[src/rtl/mem_arbiter.sv]
// Arbitrates a single-port unified memory between instruction fetch and data access.
// Data wins ties; a watchdog aborts accesses the memory never acknowledges.
module mem_arbiter #(
    parameter int AW      = 32,
    parameter int DW      = 32,
    parameter int TIMEOUT = 255
) (
    input  logic            clk,
    input  logic            rst,
    input  logic            i_req,
    input  logic [AW-1:0]   i_addr,
    output logic [DW-1:0]   i_rdata,
    output logic            i_ready,
    input  logic            d_req,
    input  logic            d_we,
    input  logic [DW/8-1:0] d_be,
    input  logic [AW-1:0]   d_addr,
    input  logic [DW-1:0]   d_wdata,
    output logic [DW-1:0]   d_rdata,
    output logic            d_ready,
    output logic            mem_req,
    output logic            mem_we,
    output logic [DW/8-1:0] mem_be,
    output logic [AW-1:0]   mem_addr,
    output logic [DW-1:0]   mem_wdata,
    input  logic [DW-1:0]   mem_rdata,
    input  logic            mem_ack,
    output logic            stall,
    output logic            err
);
    localparam int BW = DW / 8;
    localparam logic [15:0] TO_LAST = 16'(TIMEOUT - 1);

    typedef enum logic [1:0] {IDLE, I_ACC, D_ACC} state_t;

    state_t          state_q, state_d;
    logic [15:0]     cnt_q, cnt_d;
    logic            mem_req_q, mem_req_d;
    logic            mem_we_q, mem_we_d;
    logic [BW-1:0]   mem_be_q, mem_be_d;
    logic [AW-1:0]   mem_addr_q, mem_addr_d;
    logic [DW-1:0]   mem_wdata_q, mem_wdata_d;
    logic [DW-1:0]   i_rdata_q, i_rdata_d;
    logic [DW-1:0]   d_rdata_q, d_rdata_d;
    logic            i_ready_q, i_ready_d;
    logic            d_ready_q, d_ready_d;
    logic            err_q, err_d;

    logic grant_d, grant_i, in_acc, timeout_hit, done;

    // A port in its ready cycle is masked so its still-high req cannot re-grant.
    assign grant_d     = (state_q == IDLE) && d_req && !d_ready_q;
    assign grant_i     = (state_q == IDLE) && !grant_d && i_req && !i_ready_q;
    assign in_acc      = (state_q != IDLE);
    assign timeout_hit = in_acc && !mem_ack && (cnt_q == TO_LAST);
    assign done        = in_acc && (mem_ack || timeout_hit);

    always_ff @(posedge clk or negedge rst) begin
        if (!rst) begin
            state_q     <= IDLE;
            cnt_q       <= '0;
            mem_req_q   <= 1'b0;
            mem_we_q    <= 1'b0;
            mem_be_q    <= '0;
            mem_addr_q  <= '0;
            mem_wdata_q <= '0;
            i_rdata_q   <= '0;
            d_rdata_q   <= '0;
            i_ready_q   <= 1'b0;
            d_ready_q   <= 1'b0;
            err_q       <= 1'b0;
        end else begin
            state_q     <= state_d;
            cnt_q       <= cnt_d;
            mem_req_q   <= mem_req_d;
            mem_we_q    <= mem_we_d;
            mem_be_q    <= mem_be_d;
            mem_addr_q  <= mem_addr_d;
            mem_wdata_q <= mem_wdata_d;
            i_rdata_q   <= i_rdata_d;
            d_rdata_q   <= d_rdata_d;
            i_ready_q   <= i_ready_d;
            d_ready_q   <= d_ready_d;
            err_q       <= err_d;
        end
    end

    always_comb begin
        state_d = state_q;
        case (state_q)
            IDLE: begin
                if (grant_d)      state_d = D_ACC;
                else if (grant_i) state_d = I_ACC;
            end
            I_ACC, D_ACC: if (done) state_d = IDLE;
            default: state_d = IDLE;
        endcase
    end

    always_comb begin
        cnt_d       = cnt_q;
        mem_req_d   = mem_req_q;
        mem_we_d    = mem_we_q;
        mem_be_d    = mem_be_q;
        mem_addr_d  = mem_addr_q;
        mem_wdata_d = mem_wdata_q;
        i_rdata_d   = i_rdata_q;
        d_rdata_d   = d_rdata_q;
        i_ready_d   = 1'b0;
        d_ready_d   = 1'b0;
        err_d       = 1'b0;
        if (state_q == IDLE) begin
            cnt_d = '0;
            if (grant_d) begin
                mem_req_d   = 1'b1;
                mem_we_d    = d_we;
                mem_be_d    = d_be;
                mem_addr_d  = d_addr;
                mem_wdata_d = d_wdata;
            end else if (grant_i) begin
                mem_req_d   = 1'b1;
                mem_we_d    = 1'b0;
                mem_be_d    = '0;
                mem_addr_d  = i_addr;
                mem_wdata_d = '0;
            end
        end else if (done) begin
            // An ack arriving on the last watchdog cycle still counts as a normal completion.
            mem_req_d = 1'b0;
            err_d     = !mem_ack;
            if (state_q == D_ACC) begin
                d_ready_d = 1'b1;
                d_rdata_d = mem_ack ? mem_rdata : '0;
            end else begin
                i_ready_d = 1'b1;
                i_rdata_d = mem_ack ? mem_rdata : '0;
            end
        end else begin
            cnt_d = cnt_q + 16'd1;
        end
    end

    assign i_rdata   = i_rdata_q;
    assign i_ready   = i_ready_q;
    assign d_rdata   = d_rdata_q;
    assign d_ready   = d_ready_q;
    assign mem_req   = mem_req_q;
    assign mem_we    = mem_we_q;
    assign mem_be    = mem_be_q;
    assign mem_addr  = mem_addr_q;
    assign mem_wdata = mem_wdata_q;
    assign err       = err_q;
    assign stall     = (i_req & ~i_ready_q) | (d_req & ~d_ready_q);
endmodule
[config.mk]
export PLATFORM = sky130hd
export DESIGN_NAME = mem_arbiter
export DESIGN_NICKNAME = d
export VERILOG_FILES = /design/src/rtl/mem_arbiter.sv
export SDC_FILE = /design/constraint.sdc
export NUM_CORES = 1
export LEC_CHECK = 0
export CORE_MARGIN = 2
export CORE_UTILIZATION = 46
export DETAILED_ROUTE_END_ITERATION = 7
export PLACE_DENSITY = 0.87
export SETUP_SLACK_MARGIN = 0.5
export SYNTH_ARGS = -nofsm -noshare
export SYNTH_HDL_FRONTEND = slang
export SYNTH_SLANG_ARGS = --single-unit
[constraint.sdc]
create_clock -name clk -period 4.45 [get_ports clk]
set_input_delay 0.89 -clock clk [delete_from_list [all_inputs] [get_ports clk]]
set_output_delay 0.89 -clock clk [all_outputs]
set_load 0.05 [all_outputs]
Word-level counts from Yosys, hierarchy flattened
Cells that the tools add are included.
Cells by class
  $add $sub $neg: 1
  equality and inequality tests: 6
  mux-type cells: 27
  bitwise gates (word level): 7
  reductions and logical operators: 23
Operators by type and width (number)
  2-to-1 mux 32 bit: 5
  2-to-1 mux 16 bit: 2
  adder 16 x 1 -> 16 bit (second input constant): 1
  equality test 16 x 8 -> 1 bit (second input constant): 1
  2-to-1 mux 1 bit: 14
  logical AND 1 bit: 8
  2-to-1 mux 4 bit: 2
  2-to-1 mux 2 bit: 3
  AND reduction 2 bit: 3
  AND reduction 3 bit: 2
  nonzero test 2 bit: 3
  logical NOT 1 bit: 4
  inverter 1 bit: 4
  case mux 2 bit (2 select lines): 1
  != test 3 bit (second input constant): 1
  AND 1 bit: 2
  equality test 2 x 1 -> 1 bit (second input constant): 1
  equality test 2 bit (second input constant): 1
  logical NOT 2 bit: 1
  != test 2 x 1 -> 1 bit (second input constant): 1
  != test 2 bit (second input constant): 1
  OR reduction 2 bit: 1
  logical OR 1 bit: 1
  OR 1 bit: 1
Storage, ports and cells
  register bits after elaboration: 155
  bits of input ports: 138
  output and inout bits: 138
  word-level logic and storage cells: 76

Depth between registers and ports, before layout
  depth after elaboration: 10
  depth in mapped cells: 8
  depth with buffers taken out: 6

Worst setup path after synthesis
No wires, ideal clock.
  kind: input to output
  start point: in d_req
  end point: out stall
  arrival time: 1.969 ns
  data required time: 3.560 ns
  slack: 1.591 ns
  cell stages on the path: 4
  path buffers: 2
  path through: nor2b_1 > buf_2 > buf_1 > or2_2
Between the ends
  word-level cells in the longest chain between the ends: 2
Ends and longest elaborated chain
  start: declaration: RTL line 14  | input logic d_req,
  AND 1 bit: RTL line 153  | assign stall = (i_req & ~i_ready_q) | (d_req & ~d_ready_q);
  OR 1 bit: RTL line 153
  end: declaration: RTL line 28  | output logic stall,
Every way passes these cells.

Worst setup path after layout
  start point: in i_req
  end point: out stall
Between the ends
  word-level cells in the longest chain between the ends: 2
Ends and longest elaborated chain
  start: declaration: RTL line 10  | input logic i_req,
  AND 1 bit: RTL line 153
  OR 1 bit: RTL line 153
Every way passes these cells.

==> qor.yml <==
grt:
  grt_pass1_vias: 5709
  use_met1_pct: 29.2
  grt.overflow.total: 0
  grt_max_degree: 99
  use_met3_pct: 9.30
  grt_pass1_wl_um: 29200
  antenna_found_initial: 0
  grt_busiest_layer: "met2"
  track_usage_pct: 25.6
  grtUsageMet2_pct: 43.9
synthesis:
  synth_enable_flop_cells: 0
  syn-cell-area_mm2: 0.00632
  synth_top_area_share_pct: 61.4
  yosys_warnings: 0
  yosys_most_used_dff: "dfrtp_1"
  syn_nets: 644
  post-synth-top-area-cell: "dfrtp_1"
  ys_ff_latch: 155
  ys_seq_area_share_pct: 61.4
  synth_area_leaders: "dfrtp_1, a32o_1, a22o_1, mux2i_1, o21ai_0"
  ys_types: 42
  async_reset_ff_share_pct: 100
  syn_avg_cell_area_um2: 12.6
  syn_inst: 502
critical_path:
  crit_top_cell: "clkdlybuf4s50_1"
  critPathMaxStageDelay_ns: 0.80
  cp.arrival_ns: 2.66
  crit_fanout: 3
  rr_worst_depth: 5
  r2r_start: "state_q[1]"
  crit_required_ns: 3.56
  slowest_stage: "clkdlybuf4s50_1"
  worst-setup-path-type: "input port to output pin"
  startpoint: "i_req"
  reg2reg_slack_ns: 1.97
  crit_end: "stall"
  end_kind: "output pin"
  path_cells: "clkdlybuf4s50_1, nor2b_1, or2_2, clkdlybuf4s50_1"
  start_kind: "input port"
  rr_endpoint: "mem_wdata[13]"
sta:
  setup_viol: 0
  layout_min_cycle_time_ns: 3.55
  finalSetupTns_ns: 0
  timing.fmax_mhz: 282
  finClkSkew_ns: 0.00782
  slew-limit-headroom_pct: 33.0
  setup_slack_ns: 0.904
  timing.final.crit_share_pct: 79.7
  worst_pin_slew_ns: 1.00
  rsz0062_at_grt: "no"
  hold_viol: 0
  maxSlewViolCount: 0
job:
  cap_violations: 0
clock_tree:
  cts_tree: "yes"
  clockBufferDepth: 2
  postCtsResizedCells: 0
  clock_latency_ns: 0.42
  hold_buffers: 0
  cts_root_buf: "clkbuf_16"
  clk_pin_slew_worst_paths_ns: 0.06
  htree_levels: 4
  cts_sinks: 155
  cts_buffers: 17
  postCtsSetupBuffers: 0
floorplanning:
  start_util_pct: 47.3
  dieArea_mm2: 0.0147
  core.rowCount: 42
  die_w_um: 121
  die_h_um: 121
  design.core.area_mm2: 0.0133
  ios: 276
route:
  dr.pass1.iters: 5
  first_iter_violations: 323
  via_per_inst: 5.73
  drc_errors: 0
  drt_wl_total_um: 19000
  wire_per_inst_um: 19.9
  postRouteAntennaNets: 0
  num_vias: 5462
layout:
  finalNetCount: 906
  fillers: 876
  area_delta_synth_final_pct: 56.5
  stdcell_count: 953
  diodes: 0
  drive_gt1_share_pct: 7.72
min_path:
  hold_path_class: "register to register"
placed_design:
  io_buffers: 275
  place_inst: 921
  dp_hpwl_um: 13300
  gp_congestion: 0.848
  place_ws_ns: 0.912
power_and_ir_drop:
  total_power_mw: 8.69
  peakVddDrop_mv: 0.541
  pwr_density_cell_mw_per_mm2: 878
  leakage_nw: 4.20
outcome:
  status: "finished clean"
cells in the final DEF (no fill, tap or decap), types with 3 or more instances in the layout:
cell and count:
or3_1 3, a22o_1 37, ha_1 4, or4_1 5, nor2b_1 4, a21oi_1 8
clkinvlp_4 4, inv_1 9, nor2_1 8, clkdlybuf4s50_1 273, clkinv_4 3, nand3_1 6
dfrtp_1 155, nand4_1 5, buf_4 11, bufinv_16 5, o21ai_0 39, nand2_1 39
clkbuf_16 17, mux2_2 3, o31ai_1 4, nor4_1 5, a32o_1 64, mux2i_1 32
cells in the mapped netlist (2+ instances only):
cell / n
mux2i_1: 32
ha_1: 4
or3_1: 3
nor4b_2: 2
nand2_1: 39
or4_1: 5
o21ai_0: 40
nand3_1: 6
a22o_1: 37
a32o_1: 64
clkbuf_1: 24
o32ai_1: 2
mux2_2: 3
o21ai_2: 2
nand4_1: 5
dfrtp_1: 155
inv_1: 9
buf_2: 14
nor2_1: 10
buf_1: 4
and4_1: 2
a21oi_1: 8
o31ai_1: 4
nor4_1: 5
nor2b_1: 6
critical path, delay by kind of cell:
family | cells | cell delay [ns]
buffers and inverters | 2 | 1.26
AND/OR/NAND/NOR | 2 | 0.51
registers in the layout, summed over array words and instances (netlist names), 2 cells and up:
signal     count
i_rdata       32
state_q        2
mem_be         4
cnt_q         16
mem_addr      32
d_rdata       32
mem_wdata     32
logic make-up (layout without fill, tap and decap cells):
| group | after synthesis | in the layout | share of synthesized area, % |
|---|---|---|---|
| buffers and inverters | 53 | 328 | 3.60 |
| AO/OA/AOI/OAI | 162 | 162 | 20.7 |
| adder cells (fa/ha/maj) | 4 | 4 | 0.792 |
| XOR/XNOR | 1 | 1 | 0.139 |
| flip-flops | 155 | 155 | 61.4 |
| AND/OR/NAND/NOR | 91 | 91 | 7.58 |
| multiplexers | 36 | 36 | 5.78 |
cell type report:
| class | instances | area (um^2) | share of cell area (%) |
|---|---|---|---|
| Sequential cell | 155 | 3880 | 39.2 |
| Timing Repair Buffer | 287 | 2850 | 28.8 |
| Multi-Input combinational cell | 294 | 2240 | 22.6 |
| Clock buffer | 19 | 453 | 4.58 |
| Tap cell | 176 | 220 | 2.23 |
| Clock inverter | 13 | 215 | 2.18 |
| Inverter | 9 | 33.8 | 0.342 |
routing by layer:
metal | vias up | share of wire, %
li1 | 2452 | -
met1 | 2713 | 37
met2 | 268 | 51
met3 | 29 | 10
met4 | 0 | 2.1
met5 | - | 0
how the worst min path moves through the flow:
stage                      start      endpoint  slack, ns  cells after the start
floorplan              cnt_q[10]     cnt_q[10]       0.48                      1
global placement    mem_addr[10]  mem_addr[10]       0.46                      2
detailed placement   mem_addr[9]   mem_addr[9]       0.47                      2
CTS                  mem_addr[9]   mem_addr[9]       0.48                      2
global route          d_rdata[2]    d_rdata[2]       0.51                      1
finish               mem_addr[9]   mem_addr[9]       0.48                      2
through the flow:
| stage | utilization, % | instance area (um^2) | hold slack (ns) |
|---|---|---|---|
| 6_report | 74.1 | 9890 | 0.479 |
| 5_1_grt | 74.1 | 9890 | 0.506 |
| 4_1_cts | 74.1 | 9890 | 0.484 |
| 3_5_place_dp | 69.1 | 9220 | 0.471 |
| 3_3_place_gp | 69.1 | 9220 | 0.462 |
| 2_1_floorplan | - | 6320 | 0.479 |
power breakdown:
part / leakage (nW) / internal [mW] / switching [mW]
registers: 1.97 / 2.01 / 0.358
clock network: 0.312 / 1.03 / 0.574
logic: 1.92 / 1.61 / 3.10
total: 4.20 / 4.65 / 4.04
Power figures use the tool's default switching activity.
